## src/rtl/motor_pwm_ctrl_pkg.sv

```systemverilog
// Shared constants for the motor drive controller: command codes, H-bridge
// direction encodings, per-motor FSM states and the command decoder.
package motor_pwm_ctrl_pkg;

    typedef enum logic [1:0] {
        ST_STOP = 2'd0,
        ST_RUN  = 2'd1,
        ST_DEAD = 2'd2
    } mstate_e;

    localparam logic [1:0] DIR_OFF = 2'b00;
    localparam logic [1:0] DIR_FWD = 2'b10;
    localparam logic [1:0] DIR_REV = 2'b01;

    localparam logic [1:0] MODE_DRIVE = 2'b10;

    localparam logic [5:0] CMD_FWD   = 6'h01;
    localparam logic [5:0] CMD_REV   = 6'h02;
    localparam logic [5:0] CMD_LEFT  = 6'h03;
    localparam logic [5:0] CMD_RIGHT = 6'h04;
    localparam logic [5:0] CMD_STOP  = 6'h09;

    // Returns {right_dir, left_dir}; anything unrecognised decodes as stop.
    function automatic logic [3:0] decode_cmd(input logic [5:0] c);
        logic [3:0] d;
        case (c)
            CMD_FWD:   d = {DIR_FWD, DIR_FWD};
            CMD_REV:   d = {DIR_REV, DIR_REV};
            CMD_LEFT:  d = {DIR_FWD, DIR_REV};
            CMD_RIGHT: d = {DIR_REV, DIR_FWD};
            default:   d = {DIR_OFF, DIR_OFF};
        endcase
        return d;
    endfunction

endpackage

```

## src/rtl/motor_pwm_ctrl_motor_chan.sv

```systemverilog
// One motor channel: STOP/RUN/DEAD FSM, duty ramp toward target, dead-time
// counter on reversal, and a registered PWM enable.
module motor_chan
    import motor_pwm_ctrl_pkg::*;
#(
    parameter int PWM_W    = 8,
    parameter int DEAD_CYC = 16,
    parameter int RAMP_DIV = 4
) (
    input  logic             clk,
    input  logic             rst_n,
    input  logic             enable,
    input  logic [1:0]       tgt_dir,
    input  logic [PWM_W-1:0] tgt_spd,
    input  logic [PWM_W-1:0] cnt_nxt,
    output logic [1:0]       dir,
    output logic             pwm,
    output logic             dead,
    output logic             busy
);

    localparam int DEAD_W = (DEAD_CYC < 2) ? 1 : $clog2(DEAD_CYC + 1);
    localparam int RAMP_W = (RAMP_DIV < 2) ? 1 : $clog2(RAMP_DIV + 1);
    localparam logic [DEAD_W-1:0] DEAD_LOAD = DEAD_W'(DEAD_CYC - 1);
    localparam logic [RAMP_W-1:0] RAMP_LAST = RAMP_W'(RAMP_DIV - 1);
    localparam logic [DEAD_W-1:0] DEAD_ONE  = 1;
    localparam logic [RAMP_W-1:0] RAMP_ONE  = 1;
    localparam logic [PWM_W-1:0]  DUTY_ONE  = 1;

    mstate_e           state, state_n;
    logic [1:0]        dir_n;
    logic [PWM_W-1:0]  duty, duty_n;
    logic [DEAD_W-1:0] dcnt, dcnt_n;
    logic [RAMP_W-1:0] rcnt, rcnt_n;

    always_ff @(posedge clk or negedge rst_n) begin
        if (!rst_n) begin
            state <= ST_STOP;
            dir   <= DIR_OFF;
            duty  <= '0;
            dcnt  <= '0;
            rcnt  <= '0;
            pwm   <= 1'b0;
        end else begin
            state <= state_n;
            dir   <= dir_n;
            duty  <= duty_n;
            dcnt  <= dcnt_n;
            rcnt  <= rcnt_n;
            // Built from next-state values so pwm never lags dir/duty.
            pwm   <= (cnt_nxt < duty_n) && (dir_n != DIR_OFF);
        end
    end

    always_comb begin
        state_n = state;
        dir_n   = dir;
        duty_n  = duty;
        dcnt_n  = dcnt;
        rcnt_n  = rcnt;
        if (!enable) begin
            state_n = ST_STOP;
            dir_n   = DIR_OFF;
            duty_n  = '0;
            dcnt_n  = '0;
            rcnt_n  = '0;
        end else begin
            case (state)
                ST_STOP: begin
                    if (tgt_dir != DIR_OFF) begin
                        state_n = ST_RUN;
                        dir_n   = tgt_dir;
                        duty_n  = '0;
                        rcnt_n  = '0;
                    end
                end
                ST_RUN: begin
                    if (tgt_dir == DIR_OFF) begin
                        state_n = ST_STOP;
                        dir_n   = DIR_OFF;
                        duty_n  = '0;
                        rcnt_n  = '0;
                    end else if (tgt_dir != dir) begin
                        state_n = ST_DEAD;
                        dir_n   = DIR_OFF;
                        duty_n  = '0;
                        dcnt_n  = DEAD_LOAD;
                        rcnt_n  = '0;
                    end else if (duty != tgt_spd) begin
                        if (rcnt == RAMP_LAST) begin
                            rcnt_n = '0;
                            duty_n = (duty < tgt_spd) ? duty + DUTY_ONE : duty - DUTY_ONE;
                        end else begin
                            rcnt_n = rcnt + RAMP_ONE;
                        end
                    end else begin
                        rcnt_n = '0;
                    end
                end
                ST_DEAD: begin
                    // The pending direction is whatever the target says at expiry,
                    // so a stop during dead time lands in STOP.
                    if (dcnt == '0) begin
                        if (tgt_dir == DIR_OFF) begin
                            state_n = ST_STOP;
                        end else begin
                            state_n = ST_RUN;
                            dir_n   = tgt_dir;
                        end
                        duty_n = '0;
                        rcnt_n = '0;
                    end else begin
                        dcnt_n = dcnt - DEAD_ONE;
                    end
                end
                default: begin
                    state_n = ST_STOP;
                    dir_n   = DIR_OFF;
                    duty_n  = '0;
                end
            endcase
        end
    end

    assign dead = (state == ST_DEAD);
    assign busy = dead || ((state == ST_RUN) && (duty != tgt_spd));

endmodule

```

## src/rtl/motor_pwm_ctrl.sv

```systemverilog
// N-motor H-bridge drive controller: command decode, shared PWM counter,
// mode gating and handshake; per-motor behaviour lives in motor_chan.
module motor_pwm_ctrl
    import motor_pwm_ctrl_pkg::*;
#(
    parameter int N_MOTORS = 2,
    parameter int PWM_W    = 8,
    parameter int DEAD_CYC = 16,
    parameter int RAMP_DIV = 4
) (
    input  logic                  clk,
    input  logic                  rst_n,
    input  logic [1:0]            model_s,
    input  logic                  cmd_valid,
    input  logic [5:0]            cmd,
    input  logic [PWM_W-1:0]      cmd_speed,
    output logic                  cmd_ready,
    output logic [2*N_MOTORS-1:0] motor_dir,
    output logic [N_MOTORS-1:0]   motor_pwm,
    output logic [1:0]            model_o,
    output logic                  busy
);

    localparam logic [PWM_W-1:0] CNT_ONE = 1;

    logic                         mode_ok;
    logic                         accept;
    logic [3:0]                   dec;
    logic [PWM_W-1:0]             cnt, cnt_nxt;
    logic [N_MOTORS-1:0][1:0]     tgt_dir;
    logic [PWM_W-1:0]             tgt_spd;
    logic [N_MOTORS-1:0][1:0]     dir_w;
    logic [N_MOTORS-1:0]          dead_w, busy_w;

    assign mode_ok   = (model_s == MODE_DRIVE);
    assign cmd_ready = mode_ok && !(|dead_w);
    assign accept    = cmd_valid && cmd_ready;
    assign dec       = decode_cmd(cmd);
    assign cnt_nxt   = cnt + CNT_ONE;

    always_ff @(posedge clk or negedge rst_n) begin
        if (!rst_n) begin
            model_o <= 2'b00;
            cnt     <= '0;
            tgt_dir <= '0;
            tgt_spd <= '0;
        end else begin
            model_o <= model_s;
            cnt     <= cnt_nxt;
            if (!mode_ok) begin
                tgt_dir <= '0;
                tgt_spd <= '0;
            end else if (accept) begin
                for (int k = 0; k < N_MOTORS; k++)
                    tgt_dir[k] <= (k % 2 == 1) ? dec[3:2] : dec[1:0];
                tgt_spd <= (dec == 4'b0000) ? '0 : cmd_speed;
            end
        end
    end

    for (genvar k = 0; k < N_MOTORS; k++) begin : g_chan
        motor_chan #(
            .PWM_W   (PWM_W),
            .DEAD_CYC(DEAD_CYC),
            .RAMP_DIV(RAMP_DIV)
        ) u_chan (
            .clk    (clk),
            .rst_n  (rst_n),
            .enable (mode_ok),
            .tgt_dir(tgt_dir[k]),
            .tgt_spd(tgt_spd),
            .cnt_nxt(cnt_nxt),
            .dir    (dir_w[k]),
            .pwm    (motor_pwm[k]),
            .dead   (dead_w[k]),
            .busy   (busy_w[k])
        );
    end

    assign motor_dir = dir_w;
    assign busy      = |busy_w;

endmodule

```

## config.mk

```make
export PLATFORM = sky130hd
export DESIGN_NAME = motor_pwm_ctrl
export DESIGN_NICKNAME = d
export VERILOG_FILES = /design/src/rtl/motor_pwm_ctrl_pkg.sv /design/src/rtl/motor_pwm_ctrl_motor_chan.sv /design/src/rtl/motor_pwm_ctrl.sv
export SDC_FILE = /design/constraint.sdc
export NUM_CORES = 1
export LEC_CHECK = 0
export ABC_AREA = 1
export BUFFER_PORTS_ARGS = -buffer_cell sky130_fd_sc_hd__clkbuf_2
export CAP_MARGIN = 10
export CORE_ASPECT_RATIO = 1.4
export CORE_MARGIN = 2
export CORE_UTILIZATION = 39
export CTS_CLUSTER_DIAMETER = 100
export DETAILED_ROUTE_END_ITERATION = 16
export HOLD_SLACK_MARGIN = 0.05
export PLACE_DENSITY_LB_ADDON = 0.05
export SETUP_SLACK_MARGIN = 0.3
export SYNTH_ARGS = -nofsm -noshare
export SYNTH_HDL_FRONTEND = slang
export SYNTH_HIERARCHICAL = 1
export SYNTH_SLANG_ARGS = --single-unit
```

## constraint.sdc

```tcl
create_clock -name clk -period 2.9 [get_ports clk]
set_input_delay 0.145 -clock clk [delete_from_list [all_inputs] [get_ports clk]]
set_output_delay 0.145 -clock clk [all_outputs]
set_load 0.01 [all_outputs]
```

# --- Yosys cells after proc, flatten, opt, wreduce, memory -nomap -nowiden ---
# Cells that the tools add are included.
classes:
  add_sub_neg: 9
  eq_ne: 32
  magnitude_cmp: 4
  muxes: 78
  reduce_logical: 28
ops:
  columns: ["cell", "count"]
  rows:
  - ["$mux 8", 19]
  - ["$pmux 8 s3", 2]
  - ["$mux 2", 22]
  - ["$mux 3", 14]
  - ["$mux 5", 8]
  - ["$lt 8x8->1", 4]
  - ["$ne 3x3->1 const B", 9]
  - ["$add 8x1->8 const B", 3]
  - ["$pmux 2 s3", 4]
  - ["$pmux 5 s2", 2]
  - ["$pmux 3 s3", 2]
  - ["$ne 8x8->1", 2]
  - ["$pmux 4 s4", 1]
  - ["$sub 8x1->8 const B", 2]
  - ["$eq 6x2->1 const B", 2]
  - ["$reduce_and 3->1", 4]
  - ["$logic_not 5->1", 2]
  - ["$sub 5x1->5 const B", 2]
  - ["$logic_not 2->1", 4]
  - ["$mux 4", 2]
  - ["$ne 4x4->1 const B", 2]
  - ["$reduce_and 4->1", 2]
  - ["$reduce_bool 2->1", 4]
  - ["$add 3x1->3 const B", 2]
  - ["other kinds (17)", 31]
totals:
  input_bits: 19
  register_bits: 64

# --- Depth between registers and ports, before layout ---
depth:
  ltp_word: 10
  ltp_mapped: 25
  mapped_depth_nobuf: 25

# --- Modules after synthesis ---
# Netlist, hierarchy kept.
by_module_without_submodules:
  columns: ["module", "instances", "seq_area_each_um2", "cells_per_inst", "area_per_inst_um2"]
  rows:
  - ["motor_chan at g_chan[0].u_chan", 1, 525.5, 252, 1841.8]
  - ["motor_chan at g_chan[1].u_chan", 1, 525.5, 250, 1839.3]
  - ["motor_pwm_ctrl", 1, 550.5, 125, 1042.2]

# --- Worst setup path before layout ---
# No wires, ideal clock.
synth_timing:
  path_type: "reg-to-reg"
  startpoint: "reg g_chan[1].u_chan.duty[1]"
  endpoint: "reg g_chan[1].u_chan.pwm"
  required_ps: 2827
  path_stages_with_launch: 24
  setup_slack_ps: -274
  setup_ps: 73
  arrival_time_ps: 3101
  path_cell_list: "dfrtp_1 ha_1 a21oi_1 o21ai_0 nand2_1 nand2_1 inv_1 fa_1 nor2_1 o21ai_0 nand2_1 nand2_1 nand2_1 a21oi_1 or2_2 nand3_1 a21oi_1 inv_1 ha_1 nand2_1 nor2_1 a211oi_1 o21ai_1 a21oi_2"
synth_via:
  elab_chain_cells: 10
  elab_cells_between_ends: 15
  cone_classes: "2 x add/sub; 2 x order compare; 1 x eq/ne; 9 x mux; 1 x reduce/logical"
synth_rtl:
  columns: ["item", "line", "text"]
  rows:
  - ["from (decl)", "motor_pwm_ctrl_motor_chan.sv:32", "logic [PWM_W-1:0] duty, duty_n;"]
  - ["from (signal assigned)", "motor_pwm_ctrl_motor_chan.sv:47", "duty <= duty_n;"]
  - ["$sub 8x1->8 (tied with other cells)", "motor_pwm_ctrl_motor_chan.sv:92", "duty_n = (duty < tgt_spd) ? duty + DUTY_ONE : duty - DUTY_ONE;"]
  - ["$mux 8", "motor_pwm_ctrl_motor_chan.sv:92", null]
  - ["$mux 8", "motor_pwm_ctrl_motor_chan.sv:90", "if (rcnt == RAMP_LAST) begin"]
  - ["$mux 8 (*)", "motor_pwm_ctrl_motor_chan.sv:89", "end else if (duty != tgt_spd) begin"]
  - ["$mux 8 (*)", "motor_pwm_ctrl_motor_chan.sv:83", "end else if (tgt_dir != dir) begin"]
  - ["$mux 8 (*)", "motor_pwm_ctrl_motor_chan.sv:78", "if (tgt_dir == DIR_OFF) begin"]
  - ["$pmux 8 s3 (*)", "motor_pwm_ctrl_motor_chan.sv:68", "case (state)"]
  - ["$mux 8 (*)", "motor_pwm_ctrl_motor_chan.sv:61", "if (!enable) begin"]
  - ["named net g_chan[1].u_chan.duty_n[6]", "motor_pwm_ctrl_motor_chan.sv:32", null]
  - ["$lt 8x8->1 (*)", "motor_pwm_ctrl_motor_chan.sv:51", "pwm <= (cnt_nxt < duty_n) && (dir_n != DIR_OFF);"]
  - ["$logic_and 1x1->1 (*)", "motor_pwm_ctrl_motor_chan.sv:51", null]
  - ["to (signal assigned)", "motor_pwm_ctrl_motor_chan.sv:51", null]
  - ["to (decl)", "motor_pwm_ctrl_motor_chan.sv:17", "output logic pwm,"]
# The timed path passes the listed nets; every way through them passes the cells marked *.
# A chain may end at the register's enable or synchronous reset.

# --- Final worst setup path ---
layout_timing:
  startpoint: "reg tgt_spd[3]"
  endpoint: "reg g_chan[1].u_chan.pwm"
layout_via:
  elab_chain_cells: 10
  elab_cells_between_ends: 11
  cone_classes: "2 x order compare; 1 x eq/ne; 7 x mux; 1 x reduce/logical"
layout_rtl:
  columns: ["item", "line", "text"]
  rows:
  - ["from (decl)", "motor_pwm_ctrl.sv:31", "logic [PWM_W-1:0] tgt_spd;"]
  - ["from (signal assigned)", "motor_pwm_ctrl.sv:56", "tgt_spd <= (dec == 4'b0000) ? '0 : cmd_speed;"]
  - ["$lt 8x8->1", "motor_pwm_ctrl_motor_chan.sv:92", null]
  - ["$mux 8", "motor_pwm_ctrl_motor_chan.sv:92", null]
  - ["$mux 8", "motor_pwm_ctrl_motor_chan.sv:90", null]
  - ["$mux 8 (*)", "motor_pwm_ctrl_motor_chan.sv:89", null]
  - ["$mux 8 (*)", "motor_pwm_ctrl_motor_chan.sv:83", null]
  - ["$mux 8 (*)", "motor_pwm_ctrl_motor_chan.sv:78", null]
  - ["$pmux 8 s3 (*)", "motor_pwm_ctrl_motor_chan.sv:68", null]
  - ["$mux 8 (*)", "motor_pwm_ctrl_motor_chan.sv:61", null]
  - ["named net g_chan[1].u_chan.duty_n[4]", "motor_pwm_ctrl_motor_chan.sv:32", null]
  - ["$lt 8x8->1 (*)", "motor_pwm_ctrl_motor_chan.sv:51", null]
  - ["$logic_and 1x1->1 (*)", "motor_pwm_ctrl_motor_chan.sv:51", null]
# Marked as above.

==> results_dict.tcl <==
set metrics [dict create \
    clock_skew_ns 0.009632 \
    wire_per_inst_microns 13.77 \
    postRouteWirelength_microns 12730 \
    die_area_sq_um 13020 \
    syn2layout_area_growth_pct 47.05 \
    ios 29 \
    die_y_microns 134.2 \
    final_nets 842 \
    fin_crit_sh_pct 117.7 \
    cpMaxStageDelayCell "dfrtp_1" \
    power.density_nw_per_um2 331.3 \
    antenna_found_initial 0 \
    dr.pass1.iters 4 \
    path_cells "buf_6, inv_4, ha_4, nand2_4, o21ai_2, nand2_2, nand2_4, inv_2, fa_2, nor2_4, o21ai_2, buf_4, buf_4, nand3_1, a32oi_2, nor2_2, inv_1, ha_1, a21oi_2, nor2_2, a211oi_2, o21ai_1, a21oi_2" \
    swShare_pct 26.00 \
    cts-buffers-inserted 9 \
    drc 0 \
    cts_tree "yes" \
    fp-row-count 47 \
    intPower_mw 1.703 \
    clockRootBuffer "clkbuf_16" \
    maxSlewViolCount 0 \
    initial_utilization_pct 39.96 \
    critical_path_arrival_ns 3.68 \
    rsz0062_at_grt "true" \
    setup_viol 3 \
    core_area_sq_um 11820 \
    hold_slack_ns 0.09045 \
    syn_nets 697 \
    violations "setup timing" \
    irDropWorstVdd_uv 263.5 \
    slowest_delay_ns 0.36 \
    finalCriticalPeriod_ns 3.412 \
    cts_sinks 64 \
    leakage_nw 3.539 \
    via_per_inst 4.910 \
    relSlewSlack_pct 61.01 \
    synth_seq_cells 64 \
    critPathCaptureType "register" \
    first_iter_violations 151 \
    clk_path_buf_depth 2 \
    clock_power_share_pct 47.6 \
    ys_warn_count 6 \
    synth_area_sq_um 4723 \
    worst_pin_slew_ns 0.5829 \
    place_hpwl_microns 9122 \
    instances_no_fill 924 \
    grt_pass1_vias 4704 \
    place_congestion 0.8416 \
    tns_ns -1.011 \
    ys_seq_area_share_pct 33.91 \
    combPwrFrac_pct 12.0 \
    grt-ovfl-total 0 \
    clk_pin_slew_worst_paths_ns 0.06 \
    syn_area_per_cell_sq_um 7.533 \
    die_x_microns 97.01 \
    yosysUniqueCellTypes 43 \
    setup_ws_ns -0.5124 \
    cp-start-kind "register" \
    final_util_pct 58.76 \
    critPathMaxFanout 6 \
    hold_class "input port to register" \
    drive_above_1_share_pct 40.93 \
    synthCells 627 \
    grtUsageTotal_pct 20.27 \
    status "finished with violations" \
    p_sw_mw 0.5982 \
    path_buf_inv 6 \
    hold_viol 0 \
    path_delay_family "compound AO/OA/AOI/OAI gates" \
    portBuffers 28 \
    dpl_cell_area_sq_um 5632 \
    dp.cells 865 \
    htree_levels 3 \
    worstSkewPairLatency_ns 0.34 \
    grt_max_degree 65 \
    n_fill_cell 1096 \
    routed-via-count 4537 \
    worstPathRequired_ns 3.17 \
    path_class "register to register" \
    pwr-share-seq_pct 40.4 \
    drv_cap 0 \
    antenna_left 0 \
    max_freq_mhz 293.1 \
    grt_pass1_wl_microns 21220 \
    diodes 0 \
    finalInstanceArea_sq_um 6945 \
]
==> per-stage QoR <==
stage,power (mW),setup slack [ns]
floorplan,1.103,-0.1248
global placement,1.193,-0.6751
detailed placement,1.195,-0.7371
CTS,2.315,-0.5039
global route,2.411,-0.7029
finish,2.301,-0.5124
==> worst reg2reg max path, delay by kind of cell (launching register included) <==
| kind | cells | cell delay [ns] |
|---|---|---|
| adder cells (fa/ha/maj) | 3 | 0.83 |
| buffers and inverters | 6 | 0.50 |
| AO/OA/AOI/OAI | 7 | 1.01 |
| AND/OR/NAND/NOR | 7 | 0.65 |
| flip-flops | 1 | 0.36 |
==> synth_stat cells (all sizes together) <==
library cell,n,share of area [%]
nand2,166,14
inv,113,9.0
nor2,68,7.7
dfrtp,64,34
ha,49,13
a21oi,38,4.5
nand3,33,3.9
o21ai,29,3.4
or2,9,1.2
nand4,7,0.93
a31oi,6,0.79
xor2,5,0.93
a32oi,4,0.74
clkinv,4,0.37
buf,3,0.58
nor3,3,0.32
a211oi,2,0.32
a21boi,2,0.32
a21o,2,0.32
a22o,2,0.37
and3,2,0.26
fa,2,0.85
nor4,2,0.26
o211ai,2,0.32
o21a,2,0.32
o22ai,2,0.26
o41ai,2,0.37
xnor2,2,0.37
a22oi,1,0.16
clkbuf,1,0.079
==> final timing paths <==
path,startpoint,to,slack (ns),cells after the start
worst max-delay path,tgt_spd[3],g_chan[1].u_chan/pwm,-0.51,23
worst min-delay path,cmd[0],tgt_dir[2],0.09,4
worst max register to register,tgt_spd[3],g_chan[1].u_chan/pwm,-0.51,23
worst min register to register,g_chan[0].u_chan/rcnt[0],g_chan[0].u_chan/rcnt[0],0.50,1
max in group asynchronous,rst_n,g_chan[1].u_chan/duty[2],2.23,3
min in group asynchronous,rst_n,g_chan[1].u_chan/duty[4],0.35,3
==> power by group through the flow <==
stage                     combinational [mW]  sequential (mW)  clock, mW
final                                  0.276            0.930       1.09
after global routing                   0.313            0.932       1.17
after CTS                              0.267            0.930       1.12
after detailed placement               0.250            0.946          0
after global placement                 0.247            0.945          0
after floorplan                        0.160            0.943          0
==> kinds of logic (layout without fill, tap and decap cells) <==
group                    Yosys count  in the layout  share of synthesized area (%)
AND/OR/NAND/NOR                  290            290                          28.77
adder cells (fa/ha/maj)           51             51                          13.83
AO/OA/AOI/OAI                     94             94                          12.18
buffers and inverters            121            271                          10.01
flip-flops                        64             64                          33.91
XOR/XNOR                           7              7                          1.298
==> area by class of cell <==
cell class,instances,area [sq um],share of cell area (%)
Inverter,117,469.2,6.756
Clock buffer,11,242.7,3.495
Clock inverter,5,56.30,0.8107
Tap cell,147,183.9,2.648
Timing Repair Buffer,138,1069,15.38
Multi-Input combinational cell,442,3323,47.85
Sequential cell,64,1602,23.06
==> routing by layer <==
layer | track usage, % | wire length [microns]
met1 | 22.35 | 5145
met3 | 3.387 | 276
met4 | 7.277 | 266
met5 | 0 | 0
met2 | 38.77 | 7037
==> layout by cell type, fill, tap and decap left out, types with 3 or more instances in the layout <==
master and count:
nor3_1 3, o21ai_2 8, clkbuf_2 27, inv_2 16
inv_4 10, o21ai_0 12, nand3_1 26, buf_4 84
a21oi_1 18, nor2_1 45, a32oi_2 3, or2_4 5
or2_2 4, nand2_2 26, inv_1 88, a21oi_4 3
ha_4 25, dlygate4sd3_1 3, clkbuf_16 9, a21oi_2 17
o21ai_1 9, a31oi_1 4, dfrtp_1 64, buf_6 22
nand3_2 6, ha_1 23, nand4_1 7, nand2_1 127
xor2_1 5, nand2_4 13, nor2_4 11, nor2_2 8
nor2_8 4
==> registers in the layout, indices dropped and copies added (netlist names) <==
name                 flops
g_chan.u_chan/dcnt      10
g_chan.u_chan/dir        4
model_o                  2
g_chan.u_chan/state      4
tgt_spd                  8
g_chan.u_chan/duty      16
g_chan.u_chan/rcnt       6
cnt                      8
tgt_dir                  4
g_chan.u_chan/pwm        2
==> timing repair <==
action	in CTS	in global routing
resized for setup	87	72
buffers inserted	26	14
pin swaps	28	45
hold buffers	3	0
setup endpoints to repair	8	17
endpoints found under the hold margin	66	0
cloned	0	0
(Power assumes the default switching activity.)
